<file path="src/rtl/unidade_inferencia_regras_pkg.sv">
// Shared defaults, FSM states and the rule table for the interval type-2 inference unit.
package pkg_fuzzy_inferencia;

   localparam int W_PADRAO        = 8;
   localparam int N_REGRAS_PADRAO = 9;
   localparam int N_CONS_PADRAO   = 3;

   typedef enum logic [1:0] {
      ESPERA  = 2'd0,
      CALC    = 2'd1,
      ACUM    = 2'd2,
      ENTREGA = 2'd3
   } estado_t;

   typedef struct packed {
      logic [1:0] ia;
      logic [1:0] ib;
      logic [1:0] cons;
   } regra_t;

   // Rule r pairs set r/3 of input A with set r%3 of input B.
   localparam regra_t TABELA_REGRAS [0:8] = '{
      '{ia: 2'd0, ib: 2'd0, cons: 2'd0},
      '{ia: 2'd0, ib: 2'd1, cons: 2'd0},
      '{ia: 2'd0, ib: 2'd2, cons: 2'd1},
      '{ia: 2'd1, ib: 2'd0, cons: 2'd0},
      '{ia: 2'd1, ib: 2'd1, cons: 2'd1},
      '{ia: 2'd1, ib: 2'd2, cons: 2'd2},
      '{ia: 2'd2, ib: 2'd0, cons: 2'd1},
      '{ia: 2'd2, ib: 2'd1, cons: 2'd2},
      '{ia: 2'd2, ib: 2'd2, cons: 2'd2}
   };

   function automatic regra_t consulta_regra(input logic [3:0] r);
      regra_t t;
      if (r <= 4'd8) t = TABELA_REGRAS[r];
      else           t = '{ia: 2'd0, ib: 2'd0, cons: 2'd0};
      return t;
   endfunction

endpackage

</file>
<file path="src/rtl/unidade_inferencia_regras_tnorm.sv">
// Combinational sup/inf t-norm pair. Min by default; product (top W bits)
// when FUZZY_PROD_TNORM_EN is defined.
module tnorm_intervalo
   import pkg_fuzzy_inferencia::*;
#(
   parameter int W = W_PADRAO
) (
   input  logic [W-1:0] a_sup,
   input  logic [W-1:0] b_sup,
   input  logic [W-1:0] a_inf,
   input  logic [W-1:0] b_inf,
   output logic [W-1:0] s_sup,
   output logic [W-1:0] s_inf
);

`ifdef FUZZY_PROD_TNORM_EN
   assign s_sup = W'(({{W{1'b0}}, a_sup} * {{W{1'b0}}, b_sup}) >> W);
   assign s_inf = W'(({{W{1'b0}}, a_inf} * {{W{1'b0}}, b_inf}) >> W);
`else
   assign s_sup = (a_sup < b_sup) ? a_sup : b_sup;
   assign s_inf = (a_inf < b_inf) ? a_inf : b_inf;
`endif

endmodule

</file>
<file path="src/rtl/unidade_inferencia_regras.sv">
// Rule-inference responder: per strobed rule computes interval firing strengths and
// max-accumulates them per consequent; FUZZY_PROD_TNORM_EN selects the product t-norm.
module unidade_inferencia_regras
   import pkg_fuzzy_inferencia::*;
#(
   parameter int W        = W_PADRAO,
   parameter int N_REGRAS = N_REGRAS_PADRAO,
   parameter int N_CONS   = N_CONS_PADRAO
) (
   input  logic                clk,
   input  logic                rst,
   input  logic                Reset_Inf,
   input  logic                clk_int,
   input  logic [3:0]          Sequencia_regras,
   input  logic                EN_REGRAS,
   input  logic [3*W-1:0]      mu_sup_A,
   input  logic [3*W-1:0]      mu_inf_A,
   input  logic [3*W-1:0]      mu_sup_B,
   input  logic [3*W-1:0]      mu_inf_B,
   output logic [N_CONS*W-1:0] F_sup,
   output logic [N_CONS*W-1:0] F_inf,
   output logic                saida_valida,
   input  logic                saida_pronta,
   output logic                ocupado,
   output logic                erro_regra,
   output logic                erro_sobreposicao
);

   estado_t      estado, prox_estado;
   regra_t       regra;
   logic         clk_int_ant, en_ant, fim_pendente;
   logic         borda_regra, fim_seq, indice_valido, transferencia;
   logic [W-1:0] a_sup, b_sup, a_inf, b_inf, t_sup, t_inf;
   logic [W-1:0] grau_sup, grau_inf;
   logic [W-1:0] acc_sup [N_CONS];
   logic [W-1:0] acc_inf [N_CONS];

   function automatic logic [W-1:0] sel_grau(input logic [3*W-1:0] v, input logic [1:0] k);
      case (k)
         2'd0:    return v[0 +: W];
         2'd1:    return v[W +: W];
         2'd2:    return v[2*W +: W];
         default: return {W{1'b0}};
      endcase
   endfunction

   function automatic logic [W-1:0] maximo(input logic [W-1:0] x, input logic [W-1:0] y);
      return (x > y) ? x : y;
   endfunction

   assign borda_regra   = clk_int & ~clk_int_ant;
   assign fim_seq       = en_ant & ~EN_REGRAS;
   assign indice_valido = ({28'd0, Sequencia_regras} < 32'(N_REGRAS));
   // saida_valida is only ever high while in ENTREGA
   assign transferencia = saida_valida & saida_pronta;

   assign a_sup = sel_grau(mu_sup_A, regra.ia);
   assign b_sup = sel_grau(mu_sup_B, regra.ib);
   assign a_inf = sel_grau(mu_inf_A, regra.ia);
   assign b_inf = sel_grau(mu_inf_B, regra.ib);

   tnorm_intervalo #(.W(W)) u_tnorm (
      .a_sup (a_sup),
      .b_sup (b_sup),
      .a_inf (a_inf),
      .b_inf (b_inf),
      .s_sup (t_sup),
      .s_inf (t_inf)
   );

   // Next-state logic; the soft clear overrides everything.
   always_comb begin
      prox_estado = estado;
      if (Reset_Inf) begin
         prox_estado = ESPERA;
      end else begin
         case (estado)
            ESPERA: begin
               if (borda_regra && indice_valido) prox_estado = CALC;
               else if (fim_seq)                 prox_estado = ENTREGA;
               else                              prox_estado = ESPERA;
            end
            CALC:    prox_estado = ACUM;
            ACUM: begin
               if (fim_pendente || fim_seq) prox_estado = ENTREGA;
               else                         prox_estado = ESPERA;
            end
            ENTREGA: begin
               if (transferencia) prox_estado = ESPERA;
               else               prox_estado = ENTREGA;
            end
            default: prox_estado = ESPERA;
         endcase
      end
   end

   // State, edge detectors, captured rule, strength pipeline and status flags.
   always_ff @(posedge clk or posedge rst) begin
      if (rst) begin
         estado            <= ESPERA;
         clk_int_ant       <= 1'b0;
         en_ant            <= 1'b0;
         fim_pendente      <= 1'b0;
         regra             <= '{ia: 2'd0, ib: 2'd0, cons: 2'd0};
         grau_sup          <= {W{1'b0}};
         grau_inf          <= {W{1'b0}};
         saida_valida      <= 1'b0;
         ocupado           <= 1'b0;
         erro_regra        <= 1'b0;
         erro_sobreposicao <= 1'b0;
      end else begin
         clk_int_ant <= clk_int;
         en_ant      <= EN_REGRAS;
         estado      <= prox_estado;
         ocupado     <= (prox_estado != ESPERA);
         if (Reset_Inf) begin
            fim_pendente      <= 1'b0;
            saida_valida      <= 1'b0;
            erro_regra        <= 1'b0;
            erro_sobreposicao <= 1'b0;
         end else begin
            // Valid rises one edge after entering ENTREGA and drops on the transfer edge.
            saida_valida <= (estado == ENTREGA) && !transferencia;
            if (estado == ESPERA && borda_regra && indice_valido)
               regra <= consulta_regra(Sequencia_regras);
            if (estado == ESPERA && borda_regra && !indice_valido)
               erro_regra <= 1'b1;
            if (estado != ESPERA && borda_regra)
               erro_sobreposicao <= 1'b1;
            if (prox_estado == ENTREGA)
               fim_pendente <= 1'b0;
            else if (fim_seq && (prox_estado == CALC || prox_estado == ACUM))
               fim_pendente <= 1'b1;
            if (estado == CALC) begin
               grau_sup <= t_sup;
               grau_inf <= t_inf;
            end
         end
      end
   end

   // Per-consequent max accumulators, cleared on soft clear or delivery.
   always_ff @(posedge clk or posedge rst) begin
      if (rst) begin
         for (int c = 0; c < N_CONS; c++) begin
            acc_sup[c] <= {W{1'b0}};
            acc_inf[c] <= {W{1'b0}};
         end
      end else if (Reset_Inf || transferencia) begin
         for (int c = 0; c < N_CONS; c++) begin
            acc_sup[c] <= {W{1'b0}};
            acc_inf[c] <= {W{1'b0}};
         end
      end else if (estado == ACUM) begin
         for (int c = 0; c < N_CONS; c++) begin
            if (regra.cons == 2'(c)) begin
               acc_sup[c] <= maximo(acc_sup[c], grau_sup);
               acc_inf[c] <= maximo(acc_inf[c], grau_inf);
            end
         end
      end
   end

   for (genvar c = 0; c < N_CONS; c++) begin : g_saida
      assign F_sup[c*W +: W] = acc_sup[c];
      assign F_inf[c*W +: W] = acc_inf[c];
   end

endmodule

</file>
<file path="config.mk">
export PLATFORM = sky130hd
export DESIGN_NAME = unidade_inferencia_regras
export DESIGN_NICKNAME = d
export VERILOG_FILES = /design/src/rtl/unidade_inferencia_regras_pkg.sv /design/src/rtl/unidade_inferencia_regras_tnorm.sv /design/src/rtl/unidade_inferencia_regras.sv
export SDC_FILE = /design/constraint.sdc
export NUM_CORES = 1
export LEC_CHECK = 0
export CORE_MARGIN = 1
export CORE_UTILIZATION = 45
export CTS_CLUSTER_DIAMETER = 50
export CTS_CLUSTER_SIZE = 40
export DETAILED_ROUTE_END_ITERATION = 8
export PLACE_DENSITY_LB_ADDON = 0.08
export RECOVER_POWER = 100
export SKIP_CTS_REPAIR_TIMING = 1
export SYNTH_ARGS = -nofsm -noshare
export SYNTH_HDL_FRONTEND = slang
export SYNTH_SLANG_ARGS = --single-unit
</file>
<file path="constraint.sdc">
create_clock -name clk -period 3.1 [get_ports clk]
set_input_delay 0.62 -clock clk [delete_from_list [all_inputs] [get_ports clk]]
set_output_delay 0.62 -clock clk [all_outputs]
set_load 0.02 [all_outputs]
</file>
# Word level (Yosys, flattened, before mapping)
# Memory sizes are Yosys's and may differ from the RTL's. A register that Yosys moved wholly into a read port is not among the register bits.
# Index checks and enable logic that the tools add are counted.
[word_totals]
regBits = 73
rom_bits = 96
in_bits = 106
out_inout_bits = 52
word_cells = 120
n_memories = 1
[op_classes]
magnitude_cmp = 9
n_eq_ne = 18
mux = 36
n_bitwise = 7
reduce_logical = 33
[mem_list]
columns = ["name", "depth", "width", "read_ports", "rd_ports_with_merged_regs", "write_ports", "line", "source"]
rows = [
  ["(name not given)", 16, 6, 1, 1, 0, "unidade_inferencia_regras_pkg.sv:36", "if (r <= 4'd8) t = TABELA_REGRAS[r];"],
]
[op_table]
columns = ["op", "count"]
rows = [
  ["$mux 8", 14],
  ["$mux 24", 4],
  ["$pmux 8 s3", 4],
  ["$gt 8x8->1", 6],
  ["$reduce_and 3->1", 6],
  ["$lt 8x8->1", 2],
  ["$reduce_bool 2->1", 8],
  ["$eq 2x2->1 const B", 7],
  ["$ne 2x2->1 const B", 6],
  ["$eq 2x1->1 const B", 5],
  ["$mux 2", 5],
  ["$logic_not 2->1", 4],
  ["$mux 1", 8],
  ["$pmux 2 s4", 1],
  ["$logic_and 1x1->1", 7],
  ["$not 4->5", 1],
  ["$lt 4x4->1 const B", 1],
  ["$reduce_and 2->1", 2],
  ["$and 1x1->1", 3],
  ["$logic_or 1x1->1", 3],
  ["$not 1->1", 3],
  ["$reduce_bool 3->1", 1],
  ["$logic_not 1->1", 2],
]

# Logic depth before layout (Yosys ltp)
[logic_depth]
depth_word = 12
depth_mapped = 14
mapped_depth_nobuf = 10

# Cells and area by module
# A second synthesis with hierarchy kept.
[hier_totals]
cells_unflattened = 565
hier_area_um2 = 5666.7
[modules_own_cells]
columns = ["module", "instances", "cells_per_inst", "area_each_um2", "seq_area_each_um2"]
rows = [
  ["unidade_inferencia_regras", 1, 501, 5111.2, 1976.9],
  ["tnorm_intervalo", 1, 64, 555.5, 0.0],
]

# Worst setup path after synthesis
# No wires, ideal clock.
[synth_path]
path_kind = "reg2reg"
from = "register regra[4] in the netlist's numbering"
to = "register grau_inf[0]"
arrival_ps = 2849
path_slack_ps = 156
path_stages_with_launch = 13
n_path_buf = 3
synth_period_minus_slack_ps = 2944
cell_sequence = "dfrtp_1 -> buf_4 -> buf_2 -> mux2i_1 -> a2bb2oi_1 -> inv_1 -> ha_1 -> and4_4 -> a2111oi_4 -> and2_1 -> buf_2 -> a211oi_1 -> o31ai_1"
[synth_between]
elab_chain_len = 4
word_cells_on_any_way = 6
cone_classes = "order compare: 1; eq/ne: 2; mux: 2; reduce/logical: 1"
[synth_lines]
columns = ["item", "line", "source"]
rows = [
  ["start, declared", "unidade_inferencia_regras.sv:30", "regra_t regra;"],
  ["start signal, assigned", "unidade_inferencia_regras.sv:104", "regra <= '{ia: 2'd0, ib: 2'd0, cons: 2'd0};"],
  ["start signal, assigned", "unidade_inferencia_regras.sv:125", "regra <= consulta_regra(Sequencia_regras);"],
  ["$eq 2x2->1, or another cell as far along", "unidade_inferencia_regras.sv:39", "case (k)"],
  ["$pmux 8 s3 *", "unidade_inferencia_regras.sv:39", ""],
  ["$lt 8x8->1", "unidade_inferencia_regras_tnorm.sv:21", "assign s_inf = (a_inf < b_inf) ? a_inf : b_inf;"],
  ["$mux 8 *", "unidade_inferencia_regras_tnorm.sv:21", ""],
  ["end signal, assigned", "unidade_inferencia_regras.sv:106", "grau_inf <= {W{1'b0}};"],
  ["end signal, assigned", "unidade_inferencia_regras.sv:136", "grau_inf <= t_inf;"],
  ["end, declared", "unidade_inferencia_regras.sv:34", "logic [W-1:0] grau_sup, grau_inf;"],
]
# Every way passes the cells marked *; elsewhere a longest branch is shown, timed or not.
# A chain may end at the register's enable or synchronous reset.

# Worst setup path in the final report
[layout_path]
from = "register regra[4] in the netlist's numbering"
to = "register grau_inf[2]"
# Same word-level chain as after synthesis.

==> metrics.yaml <==
outcome: "finished with violations"
violations: "max-capacitance violations, max-slew violations"
post-route-util_pct: 63.8
pin_count: 158
synth_edf_count: 0
ctsRootBufferMaster: "clkbuf_16"
overflow: 0
reg2reg_to: "grau_inf[2]"
min_path_cells: 2
drc: 0
max-clock-path-buffers: 2
finalSetupViolations: 0
path_class: "flip-flop to flip-flop"
synthesis.area_sq_um: 6040
synth_xor_area_share_pct: 0
skew_ns: 0.00613
die_x_microns: 118
tns_ns: 0
final_cells: 992
globalplace.congestion: 0.887
worst_slew_pin_slew_ns: 1.51
grt_pass1_vias: 5481
start_util_pct: 46.9
wl_per_cell_microns: 16.3
leakage_nw: 4.22
cts_max_level: 3
avgSynthCellArea_sq_um: 9.28
yosysTopAreaCell: "dfrtp_1"
synth_compound_area_share_pct: 19.0
finalMaxSlewViolations: 9
via_per_inst: 5.46
place_inst: 976
core_sq_um: 12900
area_growth_pct: 35.9
antenna_found_initial: 0
grt_start_max_net_pins: 48
antenna_cells: 0
ys.flop_type: "dfrtp_1"
crit_chain: "buf_4 -> mux2i_1 -> a2bb2oi_1 -> inv_1 -> ha_1 -> and4_4 -> a2111oi_4 -> buf_4 -> nand3_1 -> o2bb2ai_1 -> o31ai_1"
worstReg2RegStart: "regra[4]"
synth_top_family_by_area: "compound AO/OA/AOI/OAI gates"
portBuffers: 157
end_kind: "flip-flop"
die-area_sq_um: 13900
synth_area_leaders: "dfrtp_1 33%, ha_1 14%, mux2i_1 14%"
ys_warn_count: 0
cp.buffers_inverters: 3
slew_headroom_pct: -1.57
synth-simple-area-share_pct: 13.4
ir_worst_vdd_mv: 0.289
reg2reg_slack_ns: 0.25
synth_top_cell_area_share_pct: 32.7
fin_crit_sh_pct: 91.8
path_delay_family: "compound AO/OA/AOI/OAI gates"
power_density_nw_per_um2: 622
dr.pass1.iters: 5
dieHeight_microns: 118
cts_tree: "built"
syn-num-nets: 825
clk_latency_ns: 0.34
wirelength_microns: 16100
via_count: 5417
grtUsageTotal_pct: 24.2
max_freq_ghz: 0.351
layout.nets: 989
cp_common_cell: "buf_4"
dp_hpwl_microns: 13200
cp.required_ns: 3.30
timing.final.hold_violations: 0
ys_ff_latch: 79
max_stage_delay_ns: 0.37
drv_cap: 1
cts.sinks: 79
muxShareOfSynthArea_pct: 14.1
fin_ws_ns: 0.254
path_max_fanout: 19
min-delay-start: "erro_sobreposicao"
fillCellCount: 1135
hp-class: "flip-flop to flip-flop"
synthAdderAreaFrac_pct: 14.1
grt_pass1_wl_microns: 26900
slowest_stage: "dfrtp_1"
synth.distinct_cells: 48
ant_nets: 0
rr_worst_depth: 11
arrival_ns: 3.04
drt_iter0_drc: 380
min_to: "erro_sobreposicao"
place_worst_setup_slack_ns: -0.0793
path_clk_slew_ns: 0.06
synthCells: 651
min_period_ns: 2.85
critPathLaunch: "regra[4]"
drive_above_1_share_pct: 7.44
rows: 41
synthArstFlopShare_pct: 100
synth.yosys.seq_area_share_pct: 32.7
rsz0062_at_grt: "no"
numCtsBuffers: 9
cp-start-kind: "flip-flop"
## where the power goes
group | internal, W | total, W | switching (W)
clock network | 0.000687 | 0.00110 | 0.000412
logic | 0.00121 | 0.00267 | 0.00146
registers | 0.00118 | 0.00134 | 0.000159
total | 0.00308 | 0.00511 | 0.00203
## worst min-delay path, delay by kind of cell (launching register included)
kind | cells | cell delay [ns]
simple gates | 2 | 0.13
flops | 1 | 0.34
## per-layer routing
layer / GRT usage (%) / vias to the layer above / part of all wire, %
li1: - / 2665 / -
met2: 39.9 / 178 / 47
met4: 9.13 / 0 / 2.6
met3: 4.22 / 31 / 5.3
met5: 0 / - / 0
met1: 31.6 / 2543 / 45
## synthesized netlist by cell type, drive strengths merged (16+ instances only)
master,count
nor2,30
o31ai,16
nand3,19
mux2i,82
clkbuf,17
dfrtp,79
nand2,85
a21o,21
o2bb2ai,18
buf,18
a211oi,22
ha,68
inv,66
## sequential cells by signal, indices dropped and copies added, names as in the netlist
name / flops
erro_regra: 1
grau_sup: 8
clk_int_ant: 1
estado: 2
en_ant: 1
grau_inf: 8
F_sup: 24
saida_valida: 1
fim_pendente: 1
erro_sobreposicao: 1
regra: 6
F_inf: 24
ocupado: 1
## metrics by stage
stage / area [sq um] / hold slack (ns) / power [W]
2_1_floorplan: 6040 / 0.470 / 0.00318
3_3_place_gp: 7940 / 0.493 / 0.00393
3_5_place_dp: 7940 / 0.502 / 0.00402
4_1_cts: 8250 / 0.516 / 0.00515
5_1_grt: 8210 / 0.557 / 0.00551
6_report: 8210 / 0.509 / 0.00511
## final cells by class
type / count / area (sq um) / area share (%)
multi-input combinational: 471 / 3650 / 44.5
clock inverter: 3 / 40.0 / 0.488
tap: 172 / 215 / 2.62
clock buffer: 13 / 270 / 3.29
inverter: 66 / 248 / 3.02
sequential: 79 / 1980 / 24.1
timing repair buffer: 188 / 1810 / 22.0
## cell families (layout without fill, tap and decap cells)
kind of cell               after synthesis  after routing
adders and majority gates               68             68
and+or+nand+nor                        174            174
muxes                                   85             85
AOI/OAI and AO/OA                      144            144
buffers and inverters                  101            270
DFF                                     79             79
## worst max-delay path by stage
stage	endpoint	depth (start not counted)
finish	grau_inf[2]	11
global route	grau_sup[3]	10
CTS	grau_inf[2]	9
detailed placement	grau_inf[2]	10
global placement	grau_inf[0]	10
floorplan	grau_inf[0]	12
## placed cells by master (no fill, tap or decap), drive strengths merged, types with 3 or more instances in the layout
master / count
clkdlybuf4s50: 102
nand2: 85
mux2i: 82
dfrtp: 79
ha: 68
inv: 66
dlygate4sd3: 55
nor2: 30
buf: 28
a211oi: 22
a21o: 21
nand3: 19
o2bb2ai: 18
o31ai: 16
clkbuf: 16
a2bb2oi: 14
a21oi: 14
o21ai: 13
and3: 7
nand4: 6
nor3b: 6
nor2b: 6
o221ai: 5
a221oi: 4
mux2: 3
nand3b: 3
a21bo: 3
(Power assumes the default switching activity.)
==> RTL change, RTL diff (config.mk and constraints unchanged) <==
Re-encode `estado_t` (4 values) as one-hot, 4 bits wide.
--- a/src/rtl/unidade_inferencia_regras_pkg.sv
+++ b/src/rtl/unidade_inferencia_regras_pkg.sv
@@ -6,9 +6,9 @@
    localparam int N_CONS_PADRAO   = 3;
 
-   typedef enum logic [1:0] {
-      ESPERA  = 2'd0,
-      CALC    = 2'd1,
-      ACUM    = 2'd2,
-      ENTREGA = 2'd3
+   typedef enum logic [3:0] {
+      ESPERA  = 4'b0001,
+      CALC    = 4'b0010,
+      ACUM    = 4'b0100,
+      ENTREGA = 4'b1000
    } estado_t;
 
Behaviour: same outputs for any inputs over 4 cycles, from zero or initial values and one cycle with rst high; so few cycles prove little.
==> RTL change against the original RTL <==
  * The flow still finishes with violations (capacitance limit, slew limit)
  * Clock power is 4% higher
  * Power is 19% lower
  * Sequential cell count is 2 higher
  * Final area is 5.7% lower
  * Worst setup slack better by 0.031 ns
  * Fmax is 1.1% higher
  * Global-route usage is 0.057 points lower
  * Die area is 5.6% lower
  * Routed wire length is 6.8% lower
  * Area after synthesis is 5.7% lower
  * Via count is 7.0% lower
  * Largest cell class unchanged
  * Clock skew is 0.00071 ns higher
  * Critical path type unchanged
==> RTL change: results (changes against the original RTL) <==
status = finished with violations (unchanged)
failing checks = capacitance limit, slew limit (unchanged)
Via Count = 5,037 (was 5,417)
Hold Path Sink = erro_regra (was erro_sobreposicao)
dpl cells = 932 (was 976)
Placer Congestion = 0.889 (was 0.887)
first-pass GRT wire length = 24,600 um (was 26,900 um)
DP Wirelength = 12,100 um (was 13,200 um)
leakage = 3.53 nW (was 4.22 nW)
share of post-route cells with drive strength above 1 = 6.28% (was 7.44%)
Post-synth ARST share = 100% (unchanged)
reg2reg end = F_sup[5] (was grau_inf[2])
Worst Min Path Start = erro_regra (was erro_sobreposicao)
Final Non-Filler Cells = 948 (was 992)
Syn. warnings = 0 (unchanged)
Final Max Tran Viols = 82 (was 9)
sequential share of the synthesized area = 35.6% (was 32.7%)
Avg Cell Area, Syn = 9.26 um2 (was 9.28 um2)
H-Tree Depth = 3 (unchanged)
Max Fanout on Critical Path = 8 (was 19)
Min-Delay Path Class = reg -> reg (unchanged)
slowest stage delay, CP = 0.77 ns (was 0.37 ns)
WP data arrival = 2.99 ns (was 3.04 ns)
top post-synthesis cells by area = dfrtp_1, ha_1, mux2i_1, nor2_1, a21oi_1 (was dfrtp_1, ha_1, mux2i_1, nand2_1, inv_1)
Reg-to-Reg Start = grau_sup[5] (was regra[4])
crit path kind = reg -> reg (unchanged)
overall routing resource usage = 24.2% (about the same)
starting DRC count in detailed routing = 387 (was 380)
drt total wl = 15,000 um (was 16,100 um)
largest net degree at the start of global routing = 82 (was 48)
post-synth cell types = 47 (was 48)
Reg2Reg Setup Slack = 0.28 ns (was 0.25 ns)
r2r worst-path depth = 8 (was 11)
Slew headroom = -33.5% (was -1.57%)
n_diodes = 0 (unchanged)
Setup Skew = 0.00684 ns (was 0.00613 ns)
peak supply drop = 0.302 mV (was 0.289 mV)
Syn Nets = 787 (was 825)
number of max-cap violations = 1 (unchanged)
Slowest-stage cell, CP = a211oi_2 (was dfrtp_1)
Num CTS Buffers = 9 (unchanged)
commonest cells in the netlist = nor2_1, mux2i_1, dfrtp_1, ha_1, a21oi_1 (was nand2_1, mux2i_1, dfrtp_1, ha_1, inv_1)
1st-pass router iterations = 4 (was 5)
==> RTL change: cell count changes after synthesis, moves of 14 or more <==
| cell | unedited run | this run |
|---|---|---|
| nor2_1 | 29 | 84 |
| a21oi_1 | 11 | 57 |
| nand2_1 | 85 | 49 |
| inv_1 | 66 | 34 |
| a211oi_1 | 22 | 2 |
| o21ai_0 | 9 | 26 |
| o2bb2ai_1 | 18 | 2 |
| a21o_1 | 21 | 7 |
| o31ai_1 | 16 | 2 |
==> RTL change: layout make-up <==
cell class                 instances  area, um2
fill                            1042       4420
multi-input combinational        475       3370
tap                              168        210
timing repair buffer             173       1680
clock buffer                      13        280
inverter                          35        133
clock inverter                     3       46.3
sequential                        81       2030
==> RTL change: cell families after synthesis <==
group | Yosys count | share of synthesized area [%]
muxes | 85 | 15.0
adders and majority gates | 66 | 14.5
AOI/OAI and AO/OA | 129 | 15.1
xor gates and xnor gates | 1 | 0.154
buffers and inverters | 59 | 4.50
and+or+nand+nor | 194 | 15.1
DFF | 81 | 35.6
==> RTL change: power by group <==
group | internal [W] | switching [W]
logic | 0.000729 | 0.000968
registers | 0.00116 | 0.000164
clock network | 0.000713 | 0.000425
total | 0.00260 | 0.00156
==> RTL change: per-stage QoR <==
step / area, um2 / setup slack (ns) / hold WS, ns
6_report: 7750 / 0.285 / 0.501
3_3_place_gp: 7480 / 0.0615 / 0.507
3_5_place_dp: 7480 / -0.0778 / 0.490
2_1_floorplan: 5690 / 0.0919 / 0.528
4_1_cts: 7810 / 0.228 / 0.517
5_1_grt: 7750 / 0.0916 / 0.540
==> RTL change: routing by layer <==
metal | routed length (um) | part of all wire, % | GRT usage [%]
met5 | 0 | 0 | 0
met4 | 228 | 1.5 | 7.53
met3 | 905 | 6.0 | 5.51
met1 | 6870 | 46 | 31.6
met2 | 7040 | 47 | 39.7
